--- config.mk ---
export PLATFORM = sky130hd
export DESIGN_NAME = banco_registros_param
export DESIGN_NICKNAME = d
export VERILOG_FILES = /design/src/rtl/banco_registros_param.sv
export SDC_FILE = /design/constraint.sdc
export NUM_CORES = 2
export LEC_CHECK = 0
export ABC_AREA = 1
export ABC_CLOCK_PERIOD_IN_PS = 1230
export BUFFER_PORTS_ARGS = -buffer_cell sky130_fd_sc_hd__buf_2
export CAP_MARGIN = 10
export CORE_MARGIN = 5
export CORE_UTILIZATION = 36
export CTS_CLUSTER_DIAMETER = 30
export DETAILED_ROUTE_END_ITERATION = 8
export PLACE_DENSITY = 0.51
export REMOVE_ABC_BUFFERS = 1
export SETUP_SLACK_MARGIN = 0.2
export SLEW_MARGIN = 20
export SYNTH_ARGS = -nofsm -noshare
export SYNTH_HDL_FRONTEND = slang
export SYNTH_SLANG_ARGS = --single-unit
--- constraint.sdc ---
create_clock -name CLK -period 1.23 [get_ports CLK]
set_input_delay 0.246 -clock CLK [delete_from_list [all_inputs] [get_ports CLK]]
set_output_delay 0.246 -clock CLK [all_outputs]
set_load 0.01 [all_outputs]
--- src/rtl/banco_registros_param.sv ---
// Two-read/one-write register bank: registered reads (1-cycle latency), optional x0 hardwiring and write-to-read forwarding.
// Rd_En=0 stalls both read outputs while writes continue; async active-low reset clears array and outputs.
module banco_registros_param #(
  parameter int DATA_W   = 32,
  parameter int ADDR_W   = 5,
  parameter int ZERO_REG = 1,
  parameter int BYPASS   = 1
) (
  input  logic              CLK,
  input  logic              RST_n,
  input  logic              Rd_En,
  input  logic [ADDR_W-1:0] Add_A,
  input  logic [ADDR_W-1:0] Add_B,
  input  logic [ADDR_W-1:0] Add_Dest,
  input  logic [DATA_W-1:0] Write_Data,
  input  logic              Write_En,
  output logic [DATA_W-1:0] Info_A,
  output logic [DATA_W-1:0] Info_B
);

  localparam int DEPTH = 2**ADDR_W;

  logic [DATA_W-1:0] regs [DEPTH];
  logic              wr_ok;
  logic [DATA_W-1:0] rd_a;
  logic [DATA_W-1:0] rd_b;

  assign wr_ok = Write_En && !((ZERO_REG != 0) && (Add_Dest == '0));

  // Precedence per port: hardwired zero, then forwarded write data, then stored value.
  always_comb begin
    rd_a = regs[Add_A];
    if ((BYPASS != 0) && Write_En && (Add_Dest == Add_A)) rd_a = Write_Data;
    if ((ZERO_REG != 0) && (Add_A == '0)) rd_a = '0;
  end

  always_comb begin
    rd_b = regs[Add_B];
    if ((BYPASS != 0) && Write_En && (Add_Dest == Add_B)) rd_b = Write_Data;
    if ((ZERO_REG != 0) && (Add_B == '0)) rd_b = '0;
  end

  always_ff @(posedge CLK or negedge RST_n) begin
    if (!RST_n) begin
      for (int i = 0; i < DEPTH; i++) regs[i] <= '0;
    end else if (wr_ok) begin
      regs[Add_Dest] <= Write_Data;
    end
  end

  always_ff @(posedge CLK or negedge RST_n) begin
    if (!RST_n) begin
      Info_A <= '0;
      Info_B <= '0;
    end else if (Rd_En) begin
      Info_A <= rd_a;
      Info_B <= rd_b;
    end
  end

endmodule

# == Yosys cells after proc, flatten, opt, wreduce, memory -nomap -nowiden ==
# Cells that the tools add are included.
# word_totals
out_inout_bits,64
ram_bits,0
romBits,0
latchBits,0
reg_bits,1088
memories,0
# classes
n_addsub,0
n_mul,0
n_lt_le_gt_ge,4
shift,0
div,0
bitwise_logic,3
reduce_logical,8
eq_ne,2
n_mux,13
# op_table
op,count
bitwise mux 1024 bit,1
binary-select mux 32 bit (select 5 bit),2
2-to-1 mux 32 bit,9
demux 32 bit (select 5 bit),1
greater-or-equal comparator 6 bit (second input constant),3
NOT 5 -> 6 bit,3
logical NOT 5 bit,3
equality test 5 bit,2
< comparator 6 x 1 -> 1 bit (second input constant),1
logical AND 1 bit,4
logical NOT 1 bit,1

# == Depth between registers and ports, before layout ==
# depth
depth_word,6
ltp_mapped,13
depth_no_buf,11

# == Worst setup path after synthesis ==
# No wires, ideal clock.
# synth_path
path_kind,input to register
start,input port Add_Dest[2]
end,register regs[355] (netlist bit)
arrival_ps,1599
path_buffers,2
cell_stages,7
path_slack_ps,-502
path_cell_list,buf_2 -> clkinv_1 -> nor3_1 -> nand2_1 -> clkbuf_1 -> nand2_1 -> o21ai_0
# synth_between
elab_chain_cells,6
elab_cells_between_ends,10
# synth_lines
element,line_no,source
"start, declared",14,"input logic [ADDR_W-1:0] Add_Dest,"
NOT 5 -> 6 bit (not written as such),47,regs[Add_Dest] <= Write_Data;
greater-or-equal comparator 6 bit (not written as such) / < comparator 6 x 1 -> 1 bit (equally long branches),47,
logical AND 1 bit (not written as such),47,
2-to-1 mux 32 bit (not written as such),47,
demux 32 bit (select 5 bit),47,
bitwise mux 1024 bit,47,
"end signal, assigned by index",47,
"end, declared",23,logic [DATA_W-1:0] regs [DEPTH];
# Several ways; a longest one is shown, not always the timed one.
# A chain may end at the register's enable or synchronous reset.

# == Final worst setup path ==
# layout_path
start,register Info_A[0]
end,output port Info_A[0]
# layout_rtl
element,line_no,source
"start, declared",17,"output logic [DATA_W-1:0] Info_A,"
"start signal, assigned",56,Info_A <= rd_a;
# No word-level cell between the ends.

==> results.cfg <==
[clock_tree]
clkTransAtPathRegs_ps = 40
max-clock-path-buffers = 4
cts_tree = built
clockRootBuffer = clkbuf_16
htree_levels = 5
clock-sinks = 1088
cts_made_buffers = 340
clkLatencyLatePin_ps = 920

[sta]
maxSlewHeadroom_pct = 62.2
tightest_slew_ps = 568
worst_slack_ps = -532
clock_skew_ps = 52.8
fin_crit_ps = 1760
rsz0062_at_grt = true
min_period_over_period_pct = 143
setup_viol = 85
whs_ps = -2.10
max_freq_mhz = 567
hold_viol_final = 1
report.final.slew_viol_count = 0

[synthesis]
syn_avg_cell_area_um2 = 6.49
synth-edff-count = 0
synth_cell_types = 21
synth_cells = 9509
synthFlopType = dfrtp_1
async_reset_ff_share_pct = 100
ys_seq_elements = 1088
ys_seq_area_share_pct = 44.1
synth-warning-count = 0
syn-cell-area_um2 = 61700

[finish]
multiInputGateArea_um2 = 30900
nFillCells = 16757
seqCellArea_um2 = 27200
antennaDiodeCount = 0
layout_commonest_cell = nand2_1
final_nets = 10100
syn2layout_area_growth_pct = 39.4
post-route-util_pct = 50.3
mostFrequentLayoutCells = 3,742 x nand2_1, 1,085 x dfrtp_1, 984 x o21ai_0
drive_gt1_share_pct = 21.0

[critical_path]
r2r_cells = 11
crit_cells = 1
crit_type = reg2out
cp_cell_sequence = buf_2
path_delay_family = flip-flops
endpoint_kind = output pin
critPathBufInv = 1
required_ps = 980
critPathSlowestCell = dfrtp_1
cp_data_arrival_time_ps = 1520
worst-path-max-fanout = 2
slowest_delay_ps = 430
cp-start-kind = flop

[routing]
route.final.wire_length_um = 275000
drtAntennaViolNets = 0
via_count = 66107
drc = 0
routedWlPerCell_um = 21.9
viasPerCell = 5.27
firstDrtPassIters = 8
drt_iter0_markers = 6995

[status]
outcome = finished with violations
violations = negative hold slack, negative setup slack

[power_and_ir_drop]
p_per_area_nw_per_um2 = 1870
seqPwrFrac_pct = 29.0
p_total_w = 0.161
net-switching-power_w = 0.0451
power.leakage_nw = 43.1
intPower_w = 0.116
clkPwrFrac_pct = 54.4
sw_frac_of_total_pct = 28.0
comb_power_share_pct = 16.6
ir_drop_mv = 1.05

[global_routing]
grt_pass1_vias = 63418
grt_usage_pct = 29.9
antenna_found_initial = 2
grt_pass1_wl_um = 410000
grt_overflow = 0
grt_max_degree = 55

[placed_design]
port_buffers = 114
gp_congestion = 0.905
dp_hpwl_um = 175000
dp_worst_setup_slack_ps = -743

[floorplan]
die_w_um = 424
placementRows = 152
ios = 115
initial_core_util_pct = 36.1
die_height_um = 424
core_area_um2 = 171000
die-area_um2 = 180000

[flow_run]
cap_violations = 0

[min_path]
hold_class = in2async
## cell type report
| class | instances | area share (%) |
|---|---|---|
| sequential | 1088 | 31.6 |
| multi-input combinational | 6980 | 35.9 |
| clock inverter | 139 | 2.02 |
| tap | 2233 | 3.25 |
| inverter | 691 | 3.05 |
| timing repair buffer | 948 | 12.8 |
| clock buffer | 458 | 11.4 |
## layer usage
layer  share of wire [%]  GRT usage (%)
met1                  43           40.2
met2                  45           47.6
met3                 7.3           4.97
met4                 4.7           13.0
met5                   0              0
## worst reg2reg max path, stage by stage (launching register included)
cell and delay [ps]:
dfrtp_1 390, inv_2 70, buf_6 80, nand2_2 40
nand3_2 90, nand3_4 100, nand2_2 80, nand3_2 60
nand2_2 100, nand2_2 50, nand2_1 70, nand2_1 60
## power by group through the flow
stage | clock, W | sequential [W] | combinational (W)
2_1_floorplan | 0 | 0.0458 | 0.0141
3_5_place_dp | 0 | 0.0467 | 0.0242
3_3_place_gp | 0 | 0.0466 | 0.0238
4_1_cts | 0.0885 | 0.0464 | 0.0253
5_1_grt | 0.0906 | 0.0474 | 0.0301
6_report | 0.0876 | 0.0468 | 0.0267
## synthesized netlist by cell type, types with 10 or more instances
cell type / count / share of area, %
buf_1: 49 / 0.30
buf_2: 43 / 0.35
nand2_1: 3885 / 24
nand3_1: 1154 / 9.4
dfrtp_1: 1088 / 44
inv_1: 683 / 4.2
clkbuf_1: 658 / 4.0
nand2_2: 16 / 0.16
o21ai_0: 986 / 8.0
nor2_1: 904 / 5.5
o21ai_1: 10 / 0.081
## repair_timing
| action | CTS | global route |
|---|---|---|
| setup endpoints to repair | 132 | 319 |
| pin swaps | 319 | 355 |
| setup buffers | 57 | 65 |
| endpoints found under the hold margin | 2097 | 0 |
| gates resized for setup | 257 | 440 |
| hold buffers | 38 | 0 |
## state kept, by name, indices dropped and copies added (netlist names)
name and count:
Info_A 32, Info_B 32, regs 1024
## through the flow
step	hold slack [ps]	TNS, ps	instances	area (um^2)
finish	-2.10	-29080	12537	86100
global route	20.7	-35950	12537	86100
CTS	21.9	-41720	12473	84400
detailed placement	78.6	-526040	11781	71400
global placement	78.9	-522080	11781	71400
floorplan	-49.6	-995210	8759	58900
## worst paths after layout
path                                start         end  slack, ps
max in group asynchronous           RST_n   regs[146]        200
worst max register to register  regs[618]  Info_A[10]       -120
worst min register to register  regs[996]   regs[996]        400
worst max-delay path            Info_A[0]   Info_A[0]       -530
min in group CLK                    Rd_En   Info_A[2]         50
worst min-delay path                RST_n  Info_B[21]         -2
## cell families after synthesis
group / share of synthesized area, %
and+or+nand+nor: 38.9
buffers and inverters: 8.85
DFF: 44.1
AOI/OAI and AO/OA: 8.15
xor gates and xnor gates: 0.0142
No activity file was read; power rests on OpenSTA's default activity.
